<file path="config.mk">
export PLATFORM = sky130hd
export DESIGN_NAME = is_dual_issue_scheduler_flat
export DESIGN_NICKNAME = d
export VERILOG_FILES = /design/src/rtl/is_dual_issue_scheduler_if.sv /design/src/rtl/is_dual_issue_scheduler.sv /design/src/flat_wrapper.sv
export SDC_FILE = /design/constraint.sdc
export NUM_CORES = 1
export LEC_CHECK = 0
export ABC_CLOCK_PERIOD_IN_PS = 1900
export BUFFER_PORTS_ARGS = -buffer_cell sky130_fd_sc_hd__buf_2
export CORE_MARGIN = 2
export CORE_UTILIZATION = 28
export CTS_CLUSTER_DIAMETER = 150
export DETAILED_ROUTE_END_ITERATION = 16
export GPL_ROUTABILITY_DRIVEN = 0
export SLEW_MARGIN = 20
export SYNTH_ARGS = -nofsm -noshare
export SYNTH_HDL_FRONTEND = slang
export SYNTH_SLANG_ARGS = --single-unit
</file>
<file path="constraint.sdc">
create_clock -name clk -period 1.9 [get_ports clk]
set_input_delay 0 -clock clk [delete_from_list [all_inputs] [get_ports clk]]
set_output_delay 0 -clock clk [all_outputs]
set_load 0.005 [all_outputs]
</file>
<file path="src/rtl/is_dual_issue_scheduler_if.sv">
// ---------------------------------------------------------------------------
// is_dual_issue_scheduler_if
//   Bundles the ID->issue pair handshake and the issue->EX lane bus.
//   master : ID/EX side (drives id_* and ex_allin, observes is_allin/iss_*)
//   slave  : the scheduler (consumes id_*/ex_allin, drives is_allin/iss_*)
// Signals
//   id_valid_ns / is_allin        : ID pair handshake
//   id_pc_*, id_info_*, id_vld_*  : per-slot PC, opaque payload, valid
//   id_dst_* [5]=we [4:0]=index   : destination register
//   id_src_* {en1,src1,en0,src0}  : source registers
//   id_cls_*, id_exc_*, id_delot  : class, exception, delay-slot flags
//   ex_allin                      : EX accepts presented lanes
//   iss_valid_*, iss_pc_*, iss_info_*, iss_delot_* : issue lanes
// ---------------------------------------------------------------------------
interface is_dual_issue_scheduler_if #(
  parameter int INFO_W = 55,
  parameter int CLS_W  = 3
);
  logic              id_valid_ns;
  logic              is_allin;
  logic [31:0]       id_pc_0, id_pc_1;
  logic [INFO_W-1:0] id_info_0, id_info_1;
  logic              id_vld_0, id_vld_1;
  logic [5:0]        id_dst_0, id_dst_1;
  logic [11:0]       id_src_0, id_src_1;
  logic [CLS_W-1:0]  id_cls_0, id_cls_1;
  logic              id_exc_0, id_exc_1;
  logic [1:0]        id_delot;
  logic              ex_allin;
  logic              iss_valid_0, iss_valid_1;
  logic [31:0]       iss_pc_0, iss_pc_1;
  logic [INFO_W-1:0] iss_info_0, iss_info_1;
  logic              iss_delot_0, iss_delot_1;

  modport master (
    output id_valid_ns, id_pc_0, id_pc_1, id_info_0, id_info_1, id_vld_0, id_vld_1,
           id_dst_0, id_dst_1, id_src_0, id_src_1, id_cls_0, id_cls_1,
           id_exc_0, id_exc_1, id_delot, ex_allin,
    input  is_allin, iss_valid_0, iss_valid_1, iss_pc_0, iss_pc_1,
           iss_info_0, iss_info_1, iss_delot_0, iss_delot_1
  );

  modport slave (
    input  id_valid_ns, id_pc_0, id_pc_1, id_info_0, id_info_1, id_vld_0, id_vld_1,
           id_dst_0, id_dst_1, id_src_0, id_src_1, id_cls_0, id_cls_1,
           id_exc_0, id_exc_1, id_delot, ex_allin,
    output is_allin, iss_valid_0, iss_valid_1, iss_pc_0, iss_pc_1,
           iss_info_0, iss_info_1, iss_delot_0, iss_delot_1
  );
endinterface

</file>
<file path="src/rtl/is_dual_issue_scheduler.sv">
// ---------------------------------------------------------------------------
// is_dual_issue_scheduler
//   Issue-stage scheduler between ID and EX. Holds one decoded pair and
//   issues it as a dual pair, or splits it (slot0 first, then slot1 on
//   lane0) when a register hazard, structural conflict, exception or SYS
//   instruction forbids pairing.
// Ports
//   clk    : clock
//   rst    : synchronous active-high reset
//   flush  : synchronous pipeline flush, discards held pair
//   bus    : is_dual_issue_scheduler_if.slave (ID handshake + issue lanes)
//   perf_dual_cnt / perf_single_cnt : transfer counters (IS_PERF_CNT_EN only)
// Configuration macro: IS_PERF_CNT_EN
//
// State table
//   state     | meaning
//   ST_EMPTY  | no pair held, ready for ID
//   ST_PAIR   | full pair held, slot0 (and slot1 if pairable) on lanes
//   ST_SECOND | slot0 already issued, slot1 pending on lane0
// ---------------------------------------------------------------------------
module is_dual_issue_scheduler #(
  parameter int INFO_W = 55,
  parameter int CLS_W  = 3
) (
  input  logic clk,
  input  logic rst,
  input  logic flush,
  is_dual_issue_scheduler_if.slave bus
`ifdef IS_PERF_CNT_EN
  ,
  output logic [31:0] perf_dual_cnt,
  output logic [31:0] perf_single_cnt
`endif
);

  localparam logic [1:0] ST_EMPTY  = 2'd0;
  localparam logic [1:0] ST_PAIR   = 2'd1;
  localparam logic [1:0] ST_SECOND = 2'd2;

  localparam logic [CLS_W-1:0] CLS_MUL = CLS_W'(1);
  localparam logic [CLS_W-1:0] CLS_LSU = CLS_W'(2);
  localparam logic [CLS_W-1:0] CLS_BR  = CLS_W'(3);
  localparam logic [CLS_W-1:0] CLS_SYS = CLS_W'(4);

  logic [1:0]        r_state;
  logic [31:0]       r_pc_0, r_pc_1;
  logic [INFO_W-1:0] r_info_0, r_info_1;
  logic              r_vld_0, r_vld_1;
  logic [5:0]        r_dst_0, r_dst_1;
  logic [11:0]       r_src_0, r_src_1;
  logic [CLS_W-1:0]  r_cls_0, r_cls_1;
  logic              r_exc_0, r_exc_1;
  logic [1:0]        r_delot;

  logic w_raw, w_waw, w_struct, w_dual_ok, w_split, w_done, w_capture;

  // r_src_0 travels with the pair for completeness; only slot1's sources
  // can depend on slot0's result inside a pair.
  always_comb begin
    w_raw = r_dst_0[5] && (r_dst_0[4:0] != 5'd0) &&
            ((r_src_1[5]  && (r_src_1[4:0]  == r_dst_0[4:0])) ||
             (r_src_1[11] && (r_src_1[10:6] == r_dst_0[4:0])));
    w_waw = r_dst_0[5] && r_dst_1[5] && (r_dst_0[4:0] == r_dst_1[4:0]) &&
            (r_dst_0[4:0] != 5'd0);
    w_struct = (r_cls_0 == r_cls_1) &&
               ((r_cls_0 == CLS_MUL) || (r_cls_0 == CLS_LSU) || (r_cls_0 == CLS_BR));
    w_dual_ok = r_vld_0 && r_vld_1 && !w_raw && !w_waw && !w_struct &&
                !r_exc_0 && !r_exc_1 && (r_cls_0 != CLS_SYS) && (r_cls_1 != CLS_SYS);
    w_split = r_vld_0 && r_vld_1 && !w_dual_ok;
  end

  // A pair completes when EX takes its last lane: a dual/single PAIR, or SECOND.
  assign w_done = bus.ex_allin &&
                  (((r_state == ST_PAIR) && !w_split) || (r_state == ST_SECOND));
  assign bus.is_allin = !flush && ((r_state == ST_EMPTY) || w_done);
  assign w_capture = bus.is_allin && bus.id_valid_ns;

  always_comb begin
    bus.iss_valid_0 = 1'b0;
    bus.iss_pc_0    = '0;
    bus.iss_info_0  = '0;
    bus.iss_delot_0 = 1'b0;
    bus.iss_valid_1 = 1'b0;
    bus.iss_pc_1    = '0;
    bus.iss_info_1  = '0;
    bus.iss_delot_1 = 1'b0;
    case (r_state)
      ST_PAIR: begin
        if (r_vld_0) begin
          bus.iss_valid_0 = 1'b1;
          bus.iss_pc_0    = r_pc_0;
          bus.iss_info_0  = r_info_0;
          bus.iss_delot_0 = r_delot[0];
        end else if (r_vld_1) begin
          // lone slot1 is promoted to lane0
          bus.iss_valid_0 = 1'b1;
          bus.iss_pc_0    = r_pc_1;
          bus.iss_info_0  = r_info_1;
          bus.iss_delot_0 = r_delot[1];
        end
        if (w_dual_ok) begin
          bus.iss_valid_1 = 1'b1;
          bus.iss_pc_1    = r_pc_1;
          bus.iss_info_1  = r_info_1;
          bus.iss_delot_1 = r_delot[1];
        end
      end
      ST_SECOND: begin
        bus.iss_valid_0 = 1'b1;
        bus.iss_pc_0    = r_pc_1;
        bus.iss_info_0  = r_info_1;
        bus.iss_delot_0 = r_delot[1];
      end
      default: ;
    endcase
  end

  always_ff @(posedge clk) begin
    if (rst || flush) begin
      r_state  <= ST_EMPTY;
      r_pc_0   <= '0;
      r_pc_1   <= '0;
      r_info_0 <= '0;
      r_info_1 <= '0;
      r_vld_0  <= 1'b0;
      r_vld_1  <= 1'b0;
      r_dst_0  <= '0;
      r_dst_1  <= '0;
      r_src_0  <= '0;
      r_src_1  <= '0;
      r_cls_0  <= '0;
      r_cls_1  <= '0;
      r_exc_0  <= 1'b0;
      r_exc_1  <= 1'b0;
      r_delot  <= '0;
    end else if (w_capture) begin
      r_state  <= ST_PAIR;
      r_pc_0   <= bus.id_pc_0;
      r_pc_1   <= bus.id_pc_1;
      r_info_0 <= bus.id_info_0;
      r_info_1 <= bus.id_info_1;
      r_vld_0  <= bus.id_vld_0;
      r_vld_1  <= bus.id_vld_1;
      r_dst_0  <= bus.id_dst_0;
      r_dst_1  <= bus.id_dst_1;
      r_src_0  <= bus.id_src_0;
      r_src_1  <= bus.id_src_1;
      r_cls_0  <= bus.id_cls_0;
      r_cls_1  <= bus.id_cls_1;
      r_exc_0  <= bus.id_exc_0;
      r_exc_1  <= bus.id_exc_1;
      r_delot  <= bus.id_delot;
    end else if (w_done) begin
      r_state <= ST_EMPTY;
    end else if ((r_state == ST_PAIR) && bus.ex_allin && w_split) begin
      r_state <= ST_SECOND;
    end
  end

`ifdef IS_PERF_CNT_EN
  // Counts only lanes EX actually takes; flush does not clear the counters.
  always_ff @(posedge clk) begin
    if (rst) begin
      perf_dual_cnt   <= '0;
      perf_single_cnt <= '0;
    end else if (!flush && bus.ex_allin && bus.iss_valid_0) begin
      if (bus.iss_valid_1) perf_dual_cnt   <= perf_dual_cnt + 32'd1;
      else                 perf_single_cnt <= perf_single_cnt + 32'd1;
    end
  end
`endif

endmodule

</file>
<file path="src/flat_wrapper.sv">
// flat-port wrapper written by rule: the top's interface ports become plain ports
module is_dual_issue_scheduler_flat 
#(
  parameter int INFO_W = 55,
  parameter int CLS_W  = 3
)
  (clk, rst, flush, bus_id_valid_ns, bus_id_pc_0, bus_id_pc_1, bus_id_info_0, bus_id_info_1, bus_id_vld_0, bus_id_vld_1, bus_id_dst_0, bus_id_dst_1, bus_id_src_0, bus_id_src_1, bus_id_cls_0, bus_id_cls_1, bus_id_exc_0, bus_id_exc_1, bus_id_delot, bus_ex_allin, bus_is_allin, bus_iss_valid_0, bus_iss_valid_1, bus_iss_pc_0, bus_iss_pc_1, bus_iss_info_0, bus_iss_info_1, bus_iss_delot_0, bus_iss_delot_1);
  is_dual_issue_scheduler_if #(.INFO_W(INFO_W), .CLS_W(CLS_W)) bus_i ();
  input  logic clk;
  input  logic rst;
  input  logic flush;
  input wire logic [$bits(bus_i.id_valid_ns)-1:0] bus_id_valid_ns;
  input wire logic [$bits(bus_i.id_pc_0)-1:0] bus_id_pc_0;
  input wire logic [$bits(bus_i.id_pc_1)-1:0] bus_id_pc_1;
  input wire logic [$bits(bus_i.id_info_0)-1:0] bus_id_info_0;
  input wire logic [$bits(bus_i.id_info_1)-1:0] bus_id_info_1;
  input wire logic [$bits(bus_i.id_vld_0)-1:0] bus_id_vld_0;
  input wire logic [$bits(bus_i.id_vld_1)-1:0] bus_id_vld_1;
  input wire logic [$bits(bus_i.id_dst_0)-1:0] bus_id_dst_0;
  input wire logic [$bits(bus_i.id_dst_1)-1:0] bus_id_dst_1;
  input wire logic [$bits(bus_i.id_src_0)-1:0] bus_id_src_0;
  input wire logic [$bits(bus_i.id_src_1)-1:0] bus_id_src_1;
  input wire logic [$bits(bus_i.id_cls_0)-1:0] bus_id_cls_0;
  input wire logic [$bits(bus_i.id_cls_1)-1:0] bus_id_cls_1;
  input wire logic [$bits(bus_i.id_exc_0)-1:0] bus_id_exc_0;
  input wire logic [$bits(bus_i.id_exc_1)-1:0] bus_id_exc_1;
  input wire logic [$bits(bus_i.id_delot)-1:0] bus_id_delot;
  input wire logic [$bits(bus_i.ex_allin)-1:0] bus_ex_allin;
  output wire logic [$bits(bus_i.is_allin)-1:0] bus_is_allin;
  output wire logic [$bits(bus_i.iss_valid_0)-1:0] bus_iss_valid_0;
  output wire logic [$bits(bus_i.iss_valid_1)-1:0] bus_iss_valid_1;
  output wire logic [$bits(bus_i.iss_pc_0)-1:0] bus_iss_pc_0;
  output wire logic [$bits(bus_i.iss_pc_1)-1:0] bus_iss_pc_1;
  output wire logic [$bits(bus_i.iss_info_0)-1:0] bus_iss_info_0;
  output wire logic [$bits(bus_i.iss_info_1)-1:0] bus_iss_info_1;
  output wire logic [$bits(bus_i.iss_delot_0)-1:0] bus_iss_delot_0;
  output wire logic [$bits(bus_i.iss_delot_1)-1:0] bus_iss_delot_1;
  assign bus_i.id_valid_ns = bus_id_valid_ns;
  assign bus_i.id_pc_0 = bus_id_pc_0;
  assign bus_i.id_pc_1 = bus_id_pc_1;
  assign bus_i.id_info_0 = bus_id_info_0;
  assign bus_i.id_info_1 = bus_id_info_1;
  assign bus_i.id_vld_0 = bus_id_vld_0;
  assign bus_i.id_vld_1 = bus_id_vld_1;
  assign bus_i.id_dst_0 = bus_id_dst_0;
  assign bus_i.id_dst_1 = bus_id_dst_1;
  assign bus_i.id_src_0 = bus_id_src_0;
  assign bus_i.id_src_1 = bus_id_src_1;
  assign bus_i.id_cls_0 = bus_id_cls_0;
  assign bus_i.id_cls_1 = bus_id_cls_1;
  assign bus_i.id_exc_0 = bus_id_exc_0;
  assign bus_i.id_exc_1 = bus_id_exc_1;
  assign bus_i.id_delot = bus_id_delot;
  assign bus_i.ex_allin = bus_ex_allin;
  assign bus_is_allin = bus_i.is_allin;
  assign bus_iss_valid_0 = bus_i.iss_valid_0;
  assign bus_iss_valid_1 = bus_i.iss_valid_1;
  assign bus_iss_pc_0 = bus_i.iss_pc_0;
  assign bus_iss_pc_1 = bus_i.iss_pc_1;
  assign bus_iss_info_0 = bus_i.iss_info_0;
  assign bus_iss_info_1 = bus_i.iss_info_1;
  assign bus_iss_delot_0 = bus_i.iss_delot_0;
  assign bus_iss_delot_1 = bus_i.iss_delot_1;
  is_dual_issue_scheduler #(.INFO_W(INFO_W), .CLS_W(CLS_W)) u_core (.clk(clk), .rst(rst), .flush(flush), .bus(bus_i));
endmodule
</file>
# After elaboration in Yosys (flattened, before gate mapping)
# Cells that the tools add are included.
dict set report totals {
  reg_bits 212
  input_bits 227
  output_inout_bits 179
  elab_cells 91
}
dict set report classes {
  n_eq_ne 11
  mux 23
  reduce_logical 41
}
# operator n
set op_table {}
lappend op_table {{$mux 55} 4}
lappend op_table {{$mux 32} 4}
lappend op_table {{$pmux 55 s2} 1}
lappend op_table {{$pmux 32 s2} 1}
lappend op_table {{$logic_and 1x1->1} 23}
lappend op_table {{$eq 5x5->1} 3}
lappend op_table {{$mux 1} 11}
lappend op_table {{$logic_not 1->1} 8}
lappend op_table {{$eq 3x2->1 const B} 2}
lappend op_table {{$logic_or 1x1->1} 6}
lappend op_table {{$ne 3x3->1 const B} 2}
lappend op_table {{$reduce_bool 5->1} 1}
lappend op_table {{$pmux 1 s2} 2}
lappend op_table {{$eq 3x1->1 const B} 1}
lappend op_table {{$eq 3x3->1} 1}
lappend op_table {{$reduce_bool 3->1} 1}
lappend op_table {{$reduce_or 3->1} 1}
lappend op_table {{$eq 2x1->1 const B} 1}
lappend op_table {{$eq 2x2->1 const B} 1}
lappend op_table {{$logic_not 2->1} 1}

# Logic depth before layout (Yosys ltp)
dict set report logic_depth {
  ltp_word 22
  ltp_mapped 10
  ltp_nobuf 7
}

# Worst setup path before layout
# Ideal clock, no wire load.
dict set report synth_timing {
  path_type {register to register}
  start {reg u_core.r_dst_0[0]}
  end {reg u_core.r_cls_0[0]}
  setup_time_ps 72
  t_arrival_ps 1952
  required_ps 1828
  path_slack_ps -124
  stages_incl_launch_ff 10
  n_path_buf 3
  synth_period_minus_slack_ps 2024
  path_cell_list {dfxtp_1 -> or4_1 -> o21ai_2 -> a31oi_1 -> o31ai_2 -> o21a_1 -> buf_6 -> buf_12 -> buf_12 -> mux2i_1}
}
dict set report synth_via {
  elab_chain_len 21
  word_cells_on_any_way 29
  cone_classes {eq/ne (3); reduce/logical (26)}
}
# item line_no
set synth_lines {}
lappend synth_lines {{start, declared} is_dual_issue_scheduler.sv:49} ;# logic [5:0] r_dst_0, r_dst_1;
lappend synth_lines {{start signal, assigned} is_dual_issue_scheduler.sv:144} ;# r_dst_0 <= bus.id_dst_0;
lappend synth_lines {{$eq 5x5->1, on equally long branches} {is_dual_issue_scheduler.sv:61, is_dual_issue_scheduler.sv:62}}
lappend synth_lines {{$logic_and 1x1->1, on equally long branches} {is_dual_issue_scheduler.sv:61, is_dual_issue_scheduler.sv:62}}
lappend synth_lines {{$logic_or 1x1->1} is_dual_issue_scheduler.sv:61} ;# ((r_src_1[5] && (r_src_1[4:0] == r_dst_0[4:0])) ||
lappend synth_lines {{$logic_and 1x1->1} is_dual_issue_scheduler.sv:60} ;# w_raw = r_dst_0[5] && (r_dst_0[4:0] != 5'd0) &&
lappend synth_lines {{$logic_not 1->1} is_dual_issue_scheduler.sv:67} ;# w_dual_ok = r_vld_0 && r_vld_1 && !w_raw && !w_waw && !w_struct &&
lappend synth_lines {{$logic_and 1x1->1} is_dual_issue_scheduler.sv:67}
lappend synth_lines {{$logic_and 1x1->1 (*) (3 in series)} is_dual_issue_scheduler.sv:67}
lappend synth_lines {{$logic_and 1x1->1 (*) (3 in series)} is_dual_issue_scheduler.sv:68} ;# !r_exc_0 && !r_exc_1 && (r_cls_0 != CLS_SYS) && (r_cls_1 != CLS_SYS);
lappend synth_lines {{$logic_not 1->1 (*)} is_dual_issue_scheduler.sv:69} ;# w_split = r_vld_0 && r_vld_1 && !w_dual_ok;
lappend synth_lines {{$logic_and 1x1->1 (*)} is_dual_issue_scheduler.sv:69}
lappend synth_lines {{$logic_not 1->1 (*)} is_dual_issue_scheduler.sv:74} ;# (((r_state == ST_PAIR) && !w_split) || (r_state == ST_SECOND));
lappend synth_lines {{$logic_and 1x1->1 (*)} is_dual_issue_scheduler.sv:74}
lappend synth_lines {{$logic_or 1x1->1 (*)} is_dual_issue_scheduler.sv:74}
lappend synth_lines {{$logic_and 1x1->1 (*)} is_dual_issue_scheduler.sv:73} ;# assign w_done = bus.ex_allin &&
lappend synth_lines {{$logic_or 1x1->1 (*)} is_dual_issue_scheduler.sv:75} ;# assign bus.is_allin = !flush && ((r_state == ST_EMPTY) || w_done);
lappend synth_lines {{$logic_and 1x1->1 (*)} is_dual_issue_scheduler.sv:75}
lappend synth_lines {{$logic_and 1x1->1 (*)} is_dual_issue_scheduler.sv:76} ;# assign w_capture = bus.is_allin && bus.id_valid_ns;
lappend synth_lines {{end signal, assigned} is_dual_issue_scheduler.sv:148} ;# r_cls_0 <= bus.id_cls_0;
lappend synth_lines {{end, declared} is_dual_issue_scheduler.sv:51} ;# logic [CLS_W-1:0] r_cls_0, r_cls_1;
# Every way passes the cells marked *; elsewhere a longest branch is shown, timed or not.
# A chain may end at the register's enable or synchronous reset.

# Worst setup path after layout
dict set report layout_timing {
  start {reg u_core.r_dst_0[3]}
  end {out bus_iss_info_1[44]}
}
dict set report layout_via {
  elab_chain_len 14
  word_cells_on_any_way 22
  cone_classes {eq/ne (3); mux (2); reduce/logical (17)}
}
# item line_no
set layout_lines {}
lappend layout_lines {{$eq 5x5->1, on equally long branches} {is_dual_issue_scheduler.sv:61, is_dual_issue_scheduler.sv:62}}
lappend layout_lines {{$logic_and 1x1->1, on equally long branches} {is_dual_issue_scheduler.sv:61, is_dual_issue_scheduler.sv:62}}
lappend layout_lines {{$logic_or 1x1->1} is_dual_issue_scheduler.sv:61}
lappend layout_lines {{$logic_and 1x1->1} is_dual_issue_scheduler.sv:60}
lappend layout_lines {{$logic_not 1->1} is_dual_issue_scheduler.sv:67}
lappend layout_lines {{$logic_and 1x1->1} is_dual_issue_scheduler.sv:67}
lappend layout_lines {{$logic_and 1x1->1 (*) (3 in series)} is_dual_issue_scheduler.sv:67}
lappend layout_lines {{$logic_and 1x1->1 (*) (3 in series)} is_dual_issue_scheduler.sv:68}
lappend layout_lines {{$mux 55 (*)} is_dual_issue_scheduler.sv:101} ;# if (w_dual_ok) begin
lappend layout_lines {{$mux 55 (*)} is_dual_issue_scheduler.sv:87} ;# case (r_state)
lappend layout_lines {{end, declared} flat_wrapper.sv:35} ;# output wire logic [$bits(bus_i.iss_info_1)-1:0] bus_iss_info_1;
# Marks and branches as above.

==> impl_metrics.py <==
metrics = {
    "clock_network": {
        "clockRootBuffer": "clkbuf_16",
        "clkLatencyLatePin_ps": 530,
        "clock_sinks": 212,
        "tritoncts": "done",
        "clock_path_buffers": 3,
        "htree_levels": 1,
        "cts_buffers": 25,
        "clkSlewWorstSetupHoldPaths_ps": 60,
    },
    "power_and_ir_drop": {
        "vdd_drop_max_mv": 0.568,
        "power.leakage_uw": 0.00758,
        "p_per_area_mw_per_mm2": 585,
    },
    "outcome": {
        "violations": "setup timing",
        "status": "complete, but fails checks",
    },
    "floorplanning": {
        "die_area_sq_mm": 0.0407,
        "fp.dieH_um": 202,
        "core-area_sq_mm": 0.0386,
        "io_pins": 406,
        "start_util": 0.284,
        "rows": 72,
        "die_width_um": 202,
    },
    "worst_setup_path": {
        "startpoint_type": "register",
        "r2r_slack_ps": -470,
        "cp_max_fo": 40,
        "required_ps": 1900,
        "reg2regPathDepth": 10,
        "r2r-start": "u_core.r_dst_0[0]",
        "startpoint": "u_core.r_dst_0[3]",
        "crit_type": "reg -> out",
        "crit_end": "bus_iss_info_1[44]",
        "worstReg2RegEnd": "u_core.r_info_1[52]",
        "end_kind": "primary output",
        "arrival_ps": 2540,
    },
    "timing": {
        "fmax_ghz": 0.394,
        "rsz0062_at_grt": "yes",
        "period_needed_ps": 2540,
        "finalSetupViolations": 391,
        "tightestPinTransition_ps": 419,
        "layout_setup_ws_ps": -636,
        "maxSlewViolCount": 0,
        "fin_tns_setup_ps": -155800,
        "fin_crit_sh": 1.33,
        "finClkSkew_ps": 10.6,
        "relSlewSlack": 0.721,
        "hold_viol_final": 0,
    },
    "layout": {
        "fill_cells": 3503,
        "drive_gt1_frac": 0.344,
        "area_growth_pct": 70.1,
        "fin_util": 0.482,
        "nNetsFinal": 2189,
        "fin_cells": 2496,
    },
    "global_route": {
        "grt_usage": 0.197,
        "grt_pass1_wl_mm": 63.9,
        "overflow": 0,
        "grt_start_max_net_pins": 83,
        "antenna_found_initial": 3,
        "grt_pass1_vias": 11900,
    },
    "synth": {
        "synthCells": 1279,
        "synthesis.nets": 1509,
        "yosysSeqAreaShare": 0.388,
        "ys.flop_type": "dfxtp_1",
        "avgSynthCellArea_sq_um": 8.55,
        "ys_ff_latch": 212,
        "yosysUniqueCellTypes": 39,
        "synth_area_sq_mm": 0.0109,
        "synth_enable_flop_cells": 0,
        "yosysWarnings": 0,
        "async_reset_ff_frac": 0,
    },
    "job": {
        "max_cap_viol_count": 0,
    },
    "drt": {
        "postRouteAntennaNets": 0,
        "drc": 0,
        "dr.pass1.iters": 7,
        "finalWirelength_mm": 43.6,
        "via_count": 11700,
        "drt_iter0_drc": 646,
        "post_drt_wl_per_cell_um": 17.5,
        "via_per_inst": 4.70,
    },
    "place": {
        "portBuffers": 393,
        "dp.cells": 2151,
        "hpwl_mm": 23.9,
    },
    "worst_hold_path": {
        "hold_path_class": "in -> reg",
    },
}
## through the flow
stage,total power (uW),cell area [sq um],hold slack [ps],worst slack (ps)
floorplan,5310,10900,36.5,-91.0
global placement,5670,13600,248,-233
detailed placement,5690,13600,255,-313
CTS,10900,18100,3.26,-593
global route,11300,18600,29.6,-688
finish,10900,18600,30.0,-636
## flip-flops by register name (all words and copies together) (netlist names)
| signal | count |
|---|---|
| u_core.r_state | 2 |
| u_core.r_exc_1 | 1 |
| u_core.r_delot | 2 |
| u_core.r_info_1 | 55 |
| u_core.r_pc_0 | 32 |
| u_core.r_vld_1 | 1 |
| u_core.r_src_1 | 12 |
| u_core.r_cls_0 | 3 |
| u_core.r_info_0 | 55 |
| u_core.r_cls_1 | 3 |
| u_core.r_vld_0 | 1 |
| u_core.r_exc_0 | 1 |
| u_core.r_dst_0 | 6 |
| u_core.r_pc_1 | 32 |
| u_core.r_dst_1 | 6 |
## area by class of cell
type,count,area (sq um),area share
Clock inverter,6,60.1,0.00323
Multi-Input combinational cell,958,6470,0.348
Antenna cell,3,7.51,0.000404
Sequential cell,212,4260,0.229
Tap cell,518,648,0.0349
Clock buffer,37,731,0.0393
Timing Repair Buffer,759,6390,0.344
Inverter,3,20.0,0.00108
## cell usage after synthesis (2+ instances only)
master | number | area, sq um
a22oi_1 | 89 | 668
and2_1 | 89 | 557
and3_1 | 2 | 12.5
buf_1 | 3 | 11.3
buf_12 | 22 | 440
clkbuf_1 | 80 | 300
dfxtp_1 | 212 | 4240
ha_1 | 3 | 37.5
inv_1 | 3 | 11.3
mux2i_1 | 210 | 2100
nand2_1 | 427 | 1600
nand4_1 | 2 | 12.5
nor2_1 | 5 | 18.8
nor2b_1 | 89 | 557
nor3b_1 | 2 | 15.0
o21a_1 | 3 | 22.5
o21ai_0 | 2 | 10.0
xnor2_1 | 12 | 105
xor2_1 | 4 | 35.0
## power by group
group          switching (uW)  internal (uW)  leakage (uW)
Sequential               85.1           4550       0.00172
Combinational             632            917       0.00547
Clock                    1930           2770      0.000384
## layer usage
| metal | part of all wire | vias to the layer above | track usage |
|---|---|---|---|
| li1 | - | 5595 | - |
| met1 | 0.41 | 5569 | 0.237 |
| met2 | 0.49 | 459 | 0.342 |
| met3 | 0.061 | 115 | 0.0398 |
| met4 | 0.042 | 0 | 0.0825 |
| met5 | 0 | - | 0 |
## worst max-delay path, cell delays in order, from the launching register on
cell and delay [ps]:
dfxtp_4 370, buf_6 130, xnor2_4 160, nand4_1 180
o22ai_2 250, nor2_1 70, o2111a_2 300, buf_12 180
and2_1 200, buf_2 130
## worst min-delay path by stage
stage	startpoint	end	slack [ps]	depth (start not counted)
after floorplan	flush	bus_is_allin	40	1
after global placement	bus_id_dst_0[1]	u_core.r_dst_0[1]	250	3
after detailed placement	bus_id_info_1[25]	u_core.r_info_1[25]	250	3
after CTS	bus_id_valid_ns	u_core.r_state[0]	3	5
after global routing	bus_id_valid_ns	u_core.r_state[0]	30	5
final	bus_id_valid_ns	u_core.r_state[0]	30	5
## logic make-up after synthesis
kind of cell             synth area share
AND/OR/NAND/NOR                     0.259
flip-flops                          0.388
multiplexers                        0.192
buffers and inverters              0.0720
AO/OA/AOI/OAI                      0.0729
XOR/XNOR                           0.0128
adder cells (fa/ha/maj)           0.00343
## what timing repair did
item / in CTS / in global routing
pin swaps: 13 / 27
endpoints found under the setup margin: 390 / 391
gates cloned: 19 / 14
resized for setup: 146 / 42
hold buffers: 234 / 0
setup buffers: 22 / 16
hold endpoints to repair: 212 / 0
## layout by cell type (no fill, tap or decap), types with 6 or more instances in the layout
master and n:
a22oi_2 74, nand2_1 427, buf_6 29, dfxtp_1 205, and2_4 8, mux2i_1 206
a22oi_1 15, and2_1 81, buf_2 387, dlygate4sd3_1 234, buf_12 27, xnor2_1 9
buf_4 44, clkbuf_16 38, clkbuf_8 6, clkbuf_1 6, nor2b_1 89, buf_16 16
buf_8 8
Note: power is estimated with default switching activity, not from simulation.
